==> src/rtl/nibble_entry.sv <==
// Switch + step-button nibble entry: syncs and debounces the buttons, shifts in
// one bit per debounced step press (MSB first), presents the completed nibble.

module nibble_debounce #(
  parameter int DEBOUNCE_CYCLES = 1000000
) (
  input  logic clk,
  input  logic rst_n,
  input  logic i_lvl,
  output logic o_rise
);
  localparam int CW = (DEBOUNCE_CYCLES > 2) ? $clog2(DEBOUNCE_CYCLES) : 1;

  logic [CW-1:0] r_cnt;
  logic          r_lvl;
  logic          r_lvl_q;
  logic          r_rise;

  // Any return to the debounced level restarts the qualification count.
  always_ff @(posedge clk or negedge rst_n) begin
    if (!rst_n) begin
      r_cnt   <= '0;
      r_lvl   <= 1'b0;
      r_lvl_q <= 1'b0;
      r_rise  <= 1'b0;
    end else begin
      if (i_lvl == r_lvl) begin
        r_cnt <= '0;
      end else if (r_cnt == CW'(DEBOUNCE_CYCLES - 1)) begin
        r_lvl <= i_lvl;
        r_cnt <= '0;
      end else begin
        r_cnt <= r_cnt + 1'b1;
      end
      r_lvl_q <= r_lvl;
      r_rise  <= r_lvl & ~r_lvl_q;
    end
  end

  assign o_rise = r_rise;
endmodule

module nibble_entry #(
  parameter int DEBOUNCE_CYCLES = 1000000
) (
  input  logic       clk,
  input  logic       rst_n,
  input  logic       btn_step,
  input  logic       btn_clear,
  input  logic       sw_bit,
  output logic [3:0] nibble,
  output logic       nibble_valid,
  output logic       done,
  output logic [2:0] bits_entered,
  output logic [3:0] partial
);
  localparam int NUM_BTN = 2;

  // bit 0 = step, bit 1 = clear, bit 2 = data switch (never debounced)
  logic [2:0]         r_sync1;
  logic [2:0]         r_sync2;
  logic [NUM_BTN-1:0] w_rise;
  logic               w_step_p;
  logic               w_clear_p;
  logic               w_sw_s;

  logic [3:0] r_nibble;
  logic       r_valid;
  logic       r_done;
  logic [2:0] r_bits;
  logic [3:0] r_partial;

  always_ff @(posedge clk or negedge rst_n) begin
    if (!rst_n) begin
      r_sync1 <= '0;
      r_sync2 <= '0;
    end else begin
      r_sync1 <= {sw_bit, btn_clear, btn_step};
      r_sync2 <= r_sync1;
    end
  end

  for (genvar g = 0; g < NUM_BTN; g++) begin : g_db
    nibble_debounce #(.DEBOUNCE_CYCLES(DEBOUNCE_CYCLES)) u_db (
      .clk    (clk),
      .rst_n  (rst_n),
      .i_lvl  (r_sync2[g]),
      .o_rise (w_rise[g])
    );
  end

  assign w_step_p  = w_rise[0];
  assign w_clear_p = w_rise[1];
  assign w_sw_s    = r_sync2[2];

  // Clear has priority; a coincident step is dropped.
  always_ff @(posedge clk or negedge rst_n) begin
    if (!rst_n) begin
      r_nibble  <= '0;
      r_valid   <= 1'b0;
      r_done    <= 1'b0;
      r_bits    <= '0;
      r_partial <= '0;
    end else begin
      r_done <= 1'b0;
      if (w_clear_p) begin
        r_nibble  <= '0;
        r_valid   <= 1'b0;
        r_bits    <= '0;
        r_partial <= '0;
      end else if (w_step_p) begin
        if (r_bits == 3'd3) begin
          r_nibble  <= {r_partial[2:0], w_sw_s};
          r_valid   <= 1'b1;
          r_done    <= 1'b1;
          r_bits    <= '0;
          r_partial <= '0;
        end else begin
          r_partial <= {r_partial[2:0], w_sw_s};
          r_bits    <= r_bits + 3'd1;
        end
      end
    end
  end

  assign nibble       = r_nibble;
  assign nibble_valid = r_valid;
  assign done         = r_done;
  assign bits_entered = r_bits;
  assign partial      = r_partial;
endmodule

==> config.mk <==
export PLATFORM = sky130hd
export DESIGN_NAME = nibble_entry
export DESIGN_NICKNAME = d
export VERILOG_FILES = /design/src/rtl/nibble_entry.sv
export SDC_FILE = /design/constraint.sdc
export NUM_CORES = 1
export LEC_CHECK = 0
export ABC_AREA = 1
export BUFFER_PORTS_ARGS = -buffer_cell sky130_fd_sc_hd__buf_2
export CAP_MARGIN = 20
export CORE_ASPECT_RATIO = 0.8
export CORE_UTILIZATION = 40
export DETAILED_ROUTE_END_ITERATION = 10
export GPL_ROUTABILITY_DRIVEN = 0
export PLACE_DENSITY = 0.58
export SLEW_MARGIN = 30
export SYNTH_ARGS = -nofsm -noshare
export SYNTH_HDL_FRONTEND = slang
export SYNTH_HIERARCHICAL = 1
export SYNTH_SLANG_ARGS = --single-unit
==> constraint.sdc <==
create_clock -name clk -period 3.85 [get_ports clk]
set_clock_uncertainty 0.2 [all_clocks]
set_input_delay 0.385 -clock clk [delete_from_list [all_inputs] [get_ports clk]]
set_output_delay 0.385 -clock clk [all_outputs]
set_load 0.01 [all_outputs]
# After elaboration in Yosys (flattened, before gate mapping)
# Cells that the tools add are included.
# word_totals
regBits,65
out_inout_bits,13
elab_cells,53
# op_classes
n_addsub,3
n_eq_ne,5
n_mux,19
bitwise,6
reduce_logical,5
# ops
cell,n
20-bit 2-to-1 mux,4
"20-bit by 1-bit adder with 20-bit output, second input constant",2
"20-bit == test, second input constant",2
4-bit 2-to-1 mux,6
3-bit 2-to-1 mux,3
1-bit 2-to-1 mux,6
2-bit AND reduction,3
1-bit NOT,4
2-bit nonzero test,2
"3-bit by 1-bit adder with 3-bit output, second input constant",1
"3-bit by 2-bit == test with 1-bit output, second input constant",1
1-bit AND,2
1-bit == test,2

# Logic depth before layout (Yosys ltp)
# Gate-level depths: netlist of run 1.
# logic_depth
word_depth,4
depth_mapped,9

# Hierarchy
# Netlist of run 1, hierarchy kept.
# by_module_without_submodules
mod,n_inst,cells_per_inst,area_per_inst_um2
nibble_debounce,2,162,1268.7
nibble_entry,1,69,754.5

# Worst setup path after synthesis of run 1
# OpenSTA, ideal clock, no wires.
# synth_path
kind,flip-flop to flip-flop
startpoint,reg g_db[0].u_db.r_cnt[0]
endpoint,reg g_db[0].u_db.r_cnt[5]
setup_time_ps,125
arrival_ps,1142
required_ps,3525
slack_ps,2383
stages_incl_launch_ff,7
path_buffers,0
cell_sequence,dfrtp_1 ha_1 nand3_1 nor2_2 nand3_1 nand2_1 nor2_1
# synth_via
elab_chain_cells,3
# synth_rtl
item,line,source
start: declaration,14,logic [CW-1:0] r_cnt;
start signal: assignment,33,r_cnt <= r_cnt + 1'b1;
20-bit by 1-bit adder with 20-bit output or 20-bit == test (tied branches),"33, 29",
20-bit 2-to-1 mux *,29,end else if (r_cnt == CW'(DEBOUNCE_CYCLES - 1)) begin
20-bit 2-to-1 mux *,27,if (i_lvl == r_lvl) begin
# Mark *: on every way between the ends. The rest lies on a longest branch, timed or not.
# A chain may end at the register's enable or synchronous reset.

==> results.sh, run 1 <==
export IMPL_drive_gt1_share_pct=18.9
export IMPL_holdBufCountCts=4
export IMPL_power_share_clock_pct=43.0
export IMPL_maxCapViolCount=0
export IMPL_power_density_nw_per_um2=347
export IMPL_portBuffers=17
export IMPL_wire_per_inst_microns=12.6
export IMPL_antenna_found_initial=0
export IMPL_die_y_microns=83.1
export IMPL_fillCellCount=759
export IMPL_hold_viol=0
export IMPL_worstSetupPathType="primary input to asynchronous set/reset pin"
export IMPL_cts_resized=0
export IMPL_grt_first_pass_wirelength_mm=11.9
export IMPL_via_count=2578
export IMPL_status="finished clean"
export IMPL_cts_sinks=65
export IMPL_dr_max_layer_used="met4"
export IMPL_fin_ws_ns=2.07
export IMPL_drt_iter0_markers=189
export IMPL_fp_dieW_microns=103
export IMPL_ant_nets=0
export IMPL_met2_length_mm=2.64
export IMPL_htree_num_levels=3
export IMPL_hp_class="flop to flop"
export IMPL_drc=0
export IMPL_slew_violations=0
export IMPL_syn_avg_cell_area_sq_um=8.38
export IMPL_die_area_sq_um=8600
export IMPL_worstSkewPairLatency_ns=0.33
export IMPL_clock_fmax_mhz=562
export IMPL_cp_max_fo=37
export IMPL_m1WireLength_mm=3.76
export IMPL_num_rows=29
export IMPL_area_growth_pct=13.1
export IMPL_p_leak_nw=1.71
export IMPL_setup_viol=0
export IMPL_initial_utilization_pct=41.4
export IMPL_dp_hpwl_mm=5.08
export IMPL_synthDistinctLibCells=29
export IMPL_grt_overflow=0
export IMPL_drt_first_pass_iters=5
export IMPL_cts_setup_buffers=0
export IMPL_viasPerCell=4.80
export IMPL_power_frac_comb_pct=3.0
export IMPL_end_kind="asynchronous set/reset pin"
export IMPL_fin_hold_ws_ns=0.152
export IMPL_cts_buffers=9
export IMPL_worstPathArrival_ns=2.06
export IMPL_ys_seq_area_share_pct=49.4
export IMPL_startpoint_type="primary input"
export IMPL_path_clk_slew_ns=0.07
export IMPL_crit_required_ns=4.13
export IMPL_grt_usage_pct=18.0
export IMPL_ios=18
export IMPL_cts_root_buffer="clkbuf_8"
export IMPL_slew_headroom_pct=44.0
export IMPL_p_switching_mw=0.293
export IMPL_switching_share_pct=22.7
export IMPL_cts_tree="built"
export IMPL_synth_seq_cells=65
export IMPL_syn_area_sq_um=3290
export IMPL_final_nets=432
export IMPL_period_minus_slack_ns=1.78
export IMPL_ir_drop_mv=0.134
export IMPL_place_ws_ns=2.09
export IMPL_cts_buffer_depth=2
export IMPL_seq_power_share_pct=53.9
export IMPL_yosys_warnings=6
export IMPL_synth_nets=401
export IMPL_core_area_sq_um=7950
export IMPL_grt_pass1_vias=2456
export IMPL_final_util_pct=46.9
export IMPL_p_int_mw=0.998
export IMPL_grt_max_degree=38
export IMPL_wl_met3_microns=350
export IMPL_drt_wl_total_mm=6.78
export IMPL_synthCells=393
export IMPL_rsz0062_at_grt="no"
export IMPL_fin_crit_sh_pct=46.2
export IMPL_fin_tns_setup_ns=0
export IMPL_tightestPinTransition_ns=0.839
export IMPL_diodes=0
## power by group through the flow
stage,combinational [mW],sequential (mW),clock [mW]
floorplan,0.0162,0.708,0
detailed placement,0.0380,0.709,0
global placement,0.0376,0.709,0
CTS,0.0410,0.696,0.574
finish,0.0391,0.696,0.555
global route,0.0459,0.697,0.615
## final cells by class
| cell class | count | area (sq um) | area share [%] |
|---|---|---|---|
| tap | 108 | 135 | 3.63 |
| clock buffer | 10 | 128 | 3.43 |
| sequential | 65 | 1630 | 43.7 |
| timing repair buffer | 22 | 133 | 3.56 |
| multi-input combinational | 288 | 1500 | 40.2 |
| inverter | 38 | 145 | 3.90 |
| clock inverter | 6 | 58.8 | 1.58 |
## critical path, stage by stage
cell and delay, ns:
dlygate4sd3_1 0.52, buf_2 0.66, buf_4 0.48
## routing by layer
layer | global-route usage, % | vias up
li1 | - | 1312
met1 | 28.2 | 1206
met2 | 23.4 | 58
met3 | 5.72 | 2
met4 | 5.12 | 0
met5 | 0 | -
## cell families (layout without fill, tap and decap cells)
family	after synthesis	after routing	synth area share, %
fa+ha+maj	3	3	1.14
compound gates	19	19	3.42
buf+inv	40	76	5.09
xor+xnor	20	20	5.78
flops	65	65	49.4
simple gates	246	246	35.2
## stage by stage
| step | power, mW | cells | area (sq um) |
|---|---|---|---|
| floorplan | 0.724 | 393 | 3290 |
| global placement | 0.747 | 517 | 3500 |
| detailed placement | 0.747 | 517 | 3500 |
| CTS | 1.31 | 537 | 3720 |
| global route | 1.36 | 537 | 3720 |
| finish | 1.29 | 537 | 3720 |
## state kept, by name, summed over array words and instances, names as in the netlist
name,flops
bits_entered,3
done,1
g_db.u_db/o_rise,2
g_db.u_db/r_cnt,40
g_db.u_db/r_lvl,2
g_db.u_db/r_lvl_q,2
nibble,4
nibble_valid,1
partial,4
r_sync1,3
r_sync2,3
## placed cells by master, fill, tap and decap left out, types with 2 or more instances in the layout
cell / count
a21oi_1: 6
buf_2: 17
clkbuf_8: 9
clkinv_2: 4
dfrtp_1: 65
dlygate4sd3_1: 4
ha_1: 3
inv_1: 34
inv_2: 3
nand2_1: 75
nand2_2: 11
nand2_4: 2
nand3_1: 24
nand3_2: 2
nand3b_1: 2
nand4_1: 14
nor2_1: 82
nor2_2: 18
nor2_4: 3
nor3_1: 7
nor3b_1: 2
nor3b_2: 2
o21ai_0: 4
o21ai_1: 4
o21ai_2: 3
or2_1: 2
xnor2_1: 4
xor2_1: 14
xor2_2: 2
## path summary, 6_finish.rpt
path                                       start               endpoint  slack [ns]  cells after the start
max in group clk           g_db[1].u_db/r_cnt[0]  g_db[1].u_db/r_cnt[9]        2.11                      6
max reg2reg                g_db[1].u_db/r_cnt[0]  g_db[1].u_db/r_cnt[9]        2.11                      6
min                                   r_sync1[0]             r_sync2[0]        0.15                      0
max                                        rst_n              nibble[1]        2.07                      3
min reg2reg                           r_sync1[0]             r_sync2[0]        0.15                      0
min in group asynchronous                  rst_n  g_db[0].u_db/r_cnt[2]        0.50                      2
## synthesized netlist by cell type, drive strengths merged
library cell / instances / area [sq um]
a21oi: 7 / 38.8
nand4: 14 / 87.6
nor3: 7 / 35.0
or2: 2 / 12.5
o21ai: 11 / 66.3
nand3b: 2 / 15.0
nand2: 88 / 373
xor2: 16 / 155
nand3: 26 / 140
buf: 2 / 22.5
nor2: 103 / 454
dfrtp: 65 / 1630
o31ai: 1 / 7.51
inv: 38 / 145
ha: 3 / 37.5
nor3b: 4 / 40.0
xnor2: 4 / 35.0
Note: power is estimated with default switching activity, not from simulation.
==> run 2, diff against run 1 <==
- PLACE_DENSITY: 0.58 -> 0.6
- clock period: 3.85 -> 1.4 ns (I/O delays scaled with it)
==> run 2 against run 1 <==
Hold slack got worse by 0.011 ns. Die area did not move. The run now ends with setup timing left. Routed wire length rose by 20%. Largest cell class is now multi-input gates. Sequential power rose to 2.8 times the previous value. Clock power rose to 3.0 times the previous value. Register-to-register slack got worse by 2.3 ns. Highest routed layer unchanged.
==> results.sh, run 2 (synthesis gave the netlist of run 1 again) <==
export IMPL_status="finished, violations left"
export IMPL_failed_checks="setup timing"
export IMPL_fillCellCount=649
export IMPL_p_leak_nw=2.15
export IMPL_period_minus_slack_ns=1.59
export IMPL_fp_dieW_microns=103
export IMPL_die_y_microns=83.1
export IMPL_crit_required_ns=1.44
export IMPL_cts_buffers=9
export IMPL_place_ws_ns=-0.206
export IMPL_drt_first_pass_iters=4
export IMPL_power_frac_comb_pct=4.4
export IMPL_drc=0
export IMPL_clock_fmax_mhz=630
export IMPL_initial_utilization_pct=41.4
export IMPL_power_mw=3.74
export IMPL_grt_usage_pct=19.9
export IMPL_maxCapViolCount=0
export IMPL_p_int_mw=2.80
export IMPL_dp_hpwl_mm=5.44
export IMPL_slew_violations=0
export IMPL_worstSetupPathType="flop to flop"
export IMPL_startpoint_type="flop"
export IMPL_htree_num_levels=3
export IMPL_fin_ws_ns=-0.188
export IMPL_cp_max_fo=4
export IMPL_drt_iter0_markers=124
export IMPL_seq_power_share_pct=51.4
export IMPL_worstPathArrival_ns=1.62
export IMPL_grt_pass1_vias=2776
export IMPL_fin_crit_sh_pct=113
export IMPL_regMostFlops="g_db.u_db/r_cnt"
export IMPL_tightestPinTransition_ns=0.337
export IMPL_crit_chain="ha_4 -> nand2_4 -> nor2_4 -> nand2_4 -> nor2_4 -> nor3b_2 -> nor2_1"
export IMPL_worst_path_max_delay_cell="dfrtp_1"
export IMPL_die_area_sq_um=8600
export IMPL_antenna_found_initial=0
export IMPL_area_growth_pct=42.2
export IMPL_drive_gt1_share_pct=42.5
export IMPL_viasPerCell=4.81
export IMPL_fin_cells=604
export IMPL_hp_class="primary input to asynchronous set/reset pin"
export IMPL_power_share_clock_pct=44.1
export IMPL_ir_drop_mv=0.446
export IMPL_end_kind="flop"
export IMPL_fin_hold_ws_ns=0.141
export IMPL_portBuffers=17
export IMPL_worstSkewPairLatency_ns=0.35
export IMPL_fin_tns_setup_ns=-3.99
export IMPL_wire_per_inst_microns=13.5
export IMPL_switching_share_pct=25.0
export IMPL_power_density_nw_per_um2=799
export IMPL_cts_sinks=65
export IMPL_slew_headroom_pct=77.5
export IMPL_hold_viol=0
export IMPL_largest_reg_flops=40
export IMPL_cts_buffer_depth=2
export IMPL_via_count=2903
export IMPL_cts_root_buffer="clkbuf_8"
export IMPL_grt_first_pass_wirelength_mm=13.0
export IMPL_rsz0062_at_grt="yes"
export IMPL_cts_tree="built"
export IMPL_num_rows=29
export IMPL_grt_max_degree=66
export IMPL_drt_wl_total_mm=8.15
export IMPL_final_cell_mix="nor2_1, nand2_1, buf_4"
export IMPL_ant_nets=0
export IMPL_grt_overflow=0
export IMPL_crit_path_max_incr_delay_ns=0.42
export IMPL_diodes=0
export IMPL_placed_cells=568
export IMPL_setup_viol=35
export IMPL_ios=18
export IMPL_path_clk_slew_ns=0.09
export IMPL_layout_commonest_cell="nor2_1"
export IMPL_core_area_sq_um=7950
export IMPL_p_switching_mw=0.936
export IMPL_final_nets=499
==> run 2: cell types whose count changed in the layout (fill, tap and decap cells not counted), moves of 5 or more <==
cell	before	now
buf_6	0	12
nand3_2	2	9
nand3_1	24	10
nor2_4	3	16
nor3_2	0	5
dfrtp_2	0	12
nand3_4	0	7
nor3_1	7	2
nor2_1	82	72
dfrtp_1	65	53
nand2_4	2	10
buf_4	1	55
nand2_1	75	64
==> run 2: metal layers <==
layer  wire, microns  global-route usage [%]  vias to the layer above
met5               0                       0                        -
met4              92                    4.99                        0
met3             394                    6.06                        8
met2            3830                    29.1                       66
met1            3830                    28.6                     1387
li1                -                       -                     1442
==> run 2: worst max-delay path, delay by kind of cell (launching register included) <==
kind | cells | cell delay, ns
AND/OR/NAND/NOR | 6 | 0.66
flip-flops | 1 | 0.42
adder cells (fa/ha/maj) | 1 | 0.20
==> run 2: power by group through the flow <==
stage	Sequential, mW	Clock (mW)	Combinational [mW]
3_5_place_dp	1.95	0	0.122
5_1_grt	1.93	1.79	0.190
3_3_place_gp	1.95	0	0.120
6_report	1.92	1.65	0.166
2_1_floorplan	1.95	0	0.0458
4_1_cts	1.92	1.70	0.149
==> run 2: layout make-up <==
type                       instances  area, sq um  area share [%]
clock buffer                       9          124            2.65
multi-input combinational        288         1860            39.7
tap                              108          135            2.89
sequential                        65         1640            35.1
inverter                          38          150            3.21
timing repair buffer              89          693            14.8
clock inverter                     7         77.6            1.66
==> run 2: what timing repair did <==
| action | CTS | global route |
|---|---|---|
| hold buffers | 4 | 0 |
| pin swaps | 19 | 24 |
| gates resized for setup | 42 | 58 |
| setup endpoints to repair | 40 | 47 |
| buffers inserted | 10 | 6 |
| endpoints found under the hold margin | 68 | 0 |
==> run 2: path summary, 6_finish.rpt <==
| check | from | to | slack [ns] | cells after the start |
|---|---|---|---|---|
| worst max-delay path | g_db[1].u_db/r_cnt[1] | g_db[1].u_db/r_cnt[16] | -0.19 | 7 |
| worst min-delay path | rst_n | nibble_valid | 0.14 | 3 |
| worst max register to register | g_db[1].u_db/r_cnt[1] | g_db[1].u_db/r_cnt[16] | -0.19 | 7 |
| worst min register to register | r_sync1[1] | r_sync2[1] | 0.15 | 0 |
| max in group asynchronous | rst_n | g_db[1].u_db/r_cnt[2] | 0.57 | 3 |
| min in group clk | r_sync1[1] | r_sync2[1] | 0.15 | 0 |
==> run 2: metrics by stage <==
step / cell area [sq um] / util [%]
6_report: 4680 / 58.9
4_1_cts: 4410 / 55.5
5_1_grt: 4680 / 58.9
3_5_place_dp: 3930 / 49.5
2_1_floorplan: 3330 / -
3_3_place_gp: 3930 / 49.5
==> run 3, diff against run 2 <==
- clock period: 1.4 -> 1.3 ns (I/O delays scaled with it)
==> run 3 against run 2 <==
The flow still finishes with violations (setup timing). Cell count grew 5.1%. Combinational power grew 21%. Die area is the same. Largest cell class unchanged. Non-clock buffer count grew 32. Sequential cell count is the same. Design area grew 5.6%.
==> results.sh, run 3 (synthesis gave the netlist of run 1 again) <==
export IMPL_status="finished, violations left"
export IMPL_failed_checks="setup timing"
export IMPL_power_share_clock_pct=42.9
export IMPL_fin_crit_sh_pct=120
export IMPL_regMostFlops="g_db.u_db/r_cnt"
export IMPL_slew_headroom_pct=76.7
export IMPL_num_rows=29
export IMPL_portBuffers=17
export IMPL_maxCapViolCount=0
export IMPL_layout_commonest_cell="buf_4"
export IMPL_dp_hpwl_mm=5.35
export IMPL_seq_power_share_pct=52.1
export IMPL_power_frac_comb_pct=5.1
export IMPL_crit_required_ns=1.33
export IMPL_worstPathArrival_ns=1.60
export IMPL_power_mw=3.97
export IMPL_drive_gt1_share_pct=46.1
export IMPL_grt_pass1_vias=2851
export IMPL_slew_violations=0
export IMPL_diodes=0
export IMPL_path_clk_slew_ns=0.07
export IMPL_cp_max_fo=7
export IMPL_final_nets=531
export IMPL_initial_utilization_pct=41.4
export IMPL_drt_iter0_markers=156
export IMPL_cts_tree="built"
export IMPL_area_growth_pct=50.2
export IMPL_end_kind="flop"
export IMPL_wire_per_inst_microns=13.4
export IMPL_core_area_sq_um=7950
export IMPL_largest_reg_flops=40
export IMPL_cts_buffers=9
export IMPL_worstSetupPathType="flop to flop"
export IMPL_fp_dieW_microns=103
export IMPL_grt_first_pass_wirelength_mm=13.4
export IMPL_ios=18
export IMPL_ff2ff_setup_slack_ns=-0.27
export IMPL_rsz0062_at_grt="yes"
export IMPL_cts_root_buffer="clkbuf_8"
export IMPL_worstSkewPairLatency_ns=0.34
export IMPL_clock_fmax_mhz=639
export IMPL_tightestPinTransition_ns=0.349
export IMPL_period_minus_slack_ns=1.57
export IMPL_fin_ws_ns=-0.266
export IMPL_grt_usage_pct=20.3
export IMPL_htree_num_levels=3
export IMPL_antenna_found_initial=0
export IMPL_p_leak_nw=2.33
export IMPL_die_area_sq_um=8600
export IMPL_hp_class="primary input to asynchronous set/reset pin"
export IMPL_drt_wl_total_mm=8.51
export IMPL_cts_buffer_depth=2
export IMPL_startpoint_type="flop"
export IMPL_ir_drop_mv=0.409
export IMPL_switching_share_pct=22.6
export IMPL_final_cell_mix="buf_4, nor2_1, nand2_1"
export IMPL_p_switching_mw=0.899
export IMPL_grt_overflow=0
export IMPL_fin_hold_ws_ns=0.113
export IMPL_grt_max_degree=66
export IMPL_die_y_microns=83.1
export IMPL_hold_viol=0
export IMPL_setup_viol=43
export IMPL_viasPerCell=4.77
export IMPL_via_count=3028
export IMPL_ant_nets=0
export IMPL_drc=0
export IMPL_p_int_mw=3.07
export IMPL_power_density_nw_per_um2=803
export IMPL_drt_first_pass_iters=4
export IMPL_cts_sinks=65
[run 3: area by class of cell]
type | instances | area (sq um)
clock buffer | 14 | 193
clock inverter | 1 | 7.51
fill | 623 | 3000
inverter | 38 | 150
multi-input combinational | 288 | 1880
sequential | 65 | 1630
tap | 108 | 135
timing repair buffer | 121 | 942
[run 3: worst paths after layout]
path | from | to | cells after the start
setup / recovery | g_db[0].u_db/r_cnt[0] | g_db[0].u_db/r_cnt[9] | 6
hold / removal | rst_n | bits_entered[0] | 3
setup reg to reg | g_db[0].u_db/r_cnt[0] | g_db[0].u_db/r_cnt[9] | 6
hold reg to reg | r_sync1[0] | r_sync2[0] | 0
max in group asynchronous | rst_n | g_db[1].u_db/r_cnt[11] | 3
min in group clk | r_sync1[0] | r_sync2[0] | 0
[run 3: power by group through the flow]
stage                     logic, mW  registers (mW)  clock network, mW
after floorplan              0.0493            2.10                  0
after global placement        0.132            2.10                  0
after detailed placement      0.132            2.10                  0
after CTS                     0.180            2.07               1.75
after global routing          0.226            2.07               1.84
final                         0.201            2.07               1.70
[run 3: stage by stage]
stage / setup TNS [ns] / util (%) / worst slack (ns) / cell area [sq um] / cells
after floorplan: -2.99 / - / -0.129 / 3330 / 393
after global placement: -7.14 / 51.5 / -0.268 / 4090 / 589
after detailed placement: -8.33 / 51.5 / -0.293 / 4090 / 589
after CTS: -6.04 / 59.4 / -0.219 / 4720 / 623
after global routing: -10.98 / 62.2 / -0.316 / 4940 / 635
final: -8.00 / 62.2 / -0.266 / 4940 / 635
[run 3: worst max-delay path, cell delays in order (launching register included)]
cell     delay, ns
dfrtp_1       0.41
ha_4          0.20
nand3_4       0.09
nor2_4        0.19
nand3_2       0.15
nand2_4       0.16
nor2_1        0.06
[run 3: timing repair]
item | CTS | global route
hold endpoints to repair | 68 | 0
pin swaps | 38 | 21
hold buffers | 4 | 0
endpoints found under the setup margin | 47 | 51
gates resized for setup | 69 | 36
setup buffers | 17 | 13
[run 3: per-layer routing]
layer	vias to the layer above	routed length (microns)	GRT usage, %
met5	-	0	0
met4	0	89	5.51
met3	9	312	5.89
met2	58	3960	30.3
met1	1453	4150	28.5
li1	1508	-	-
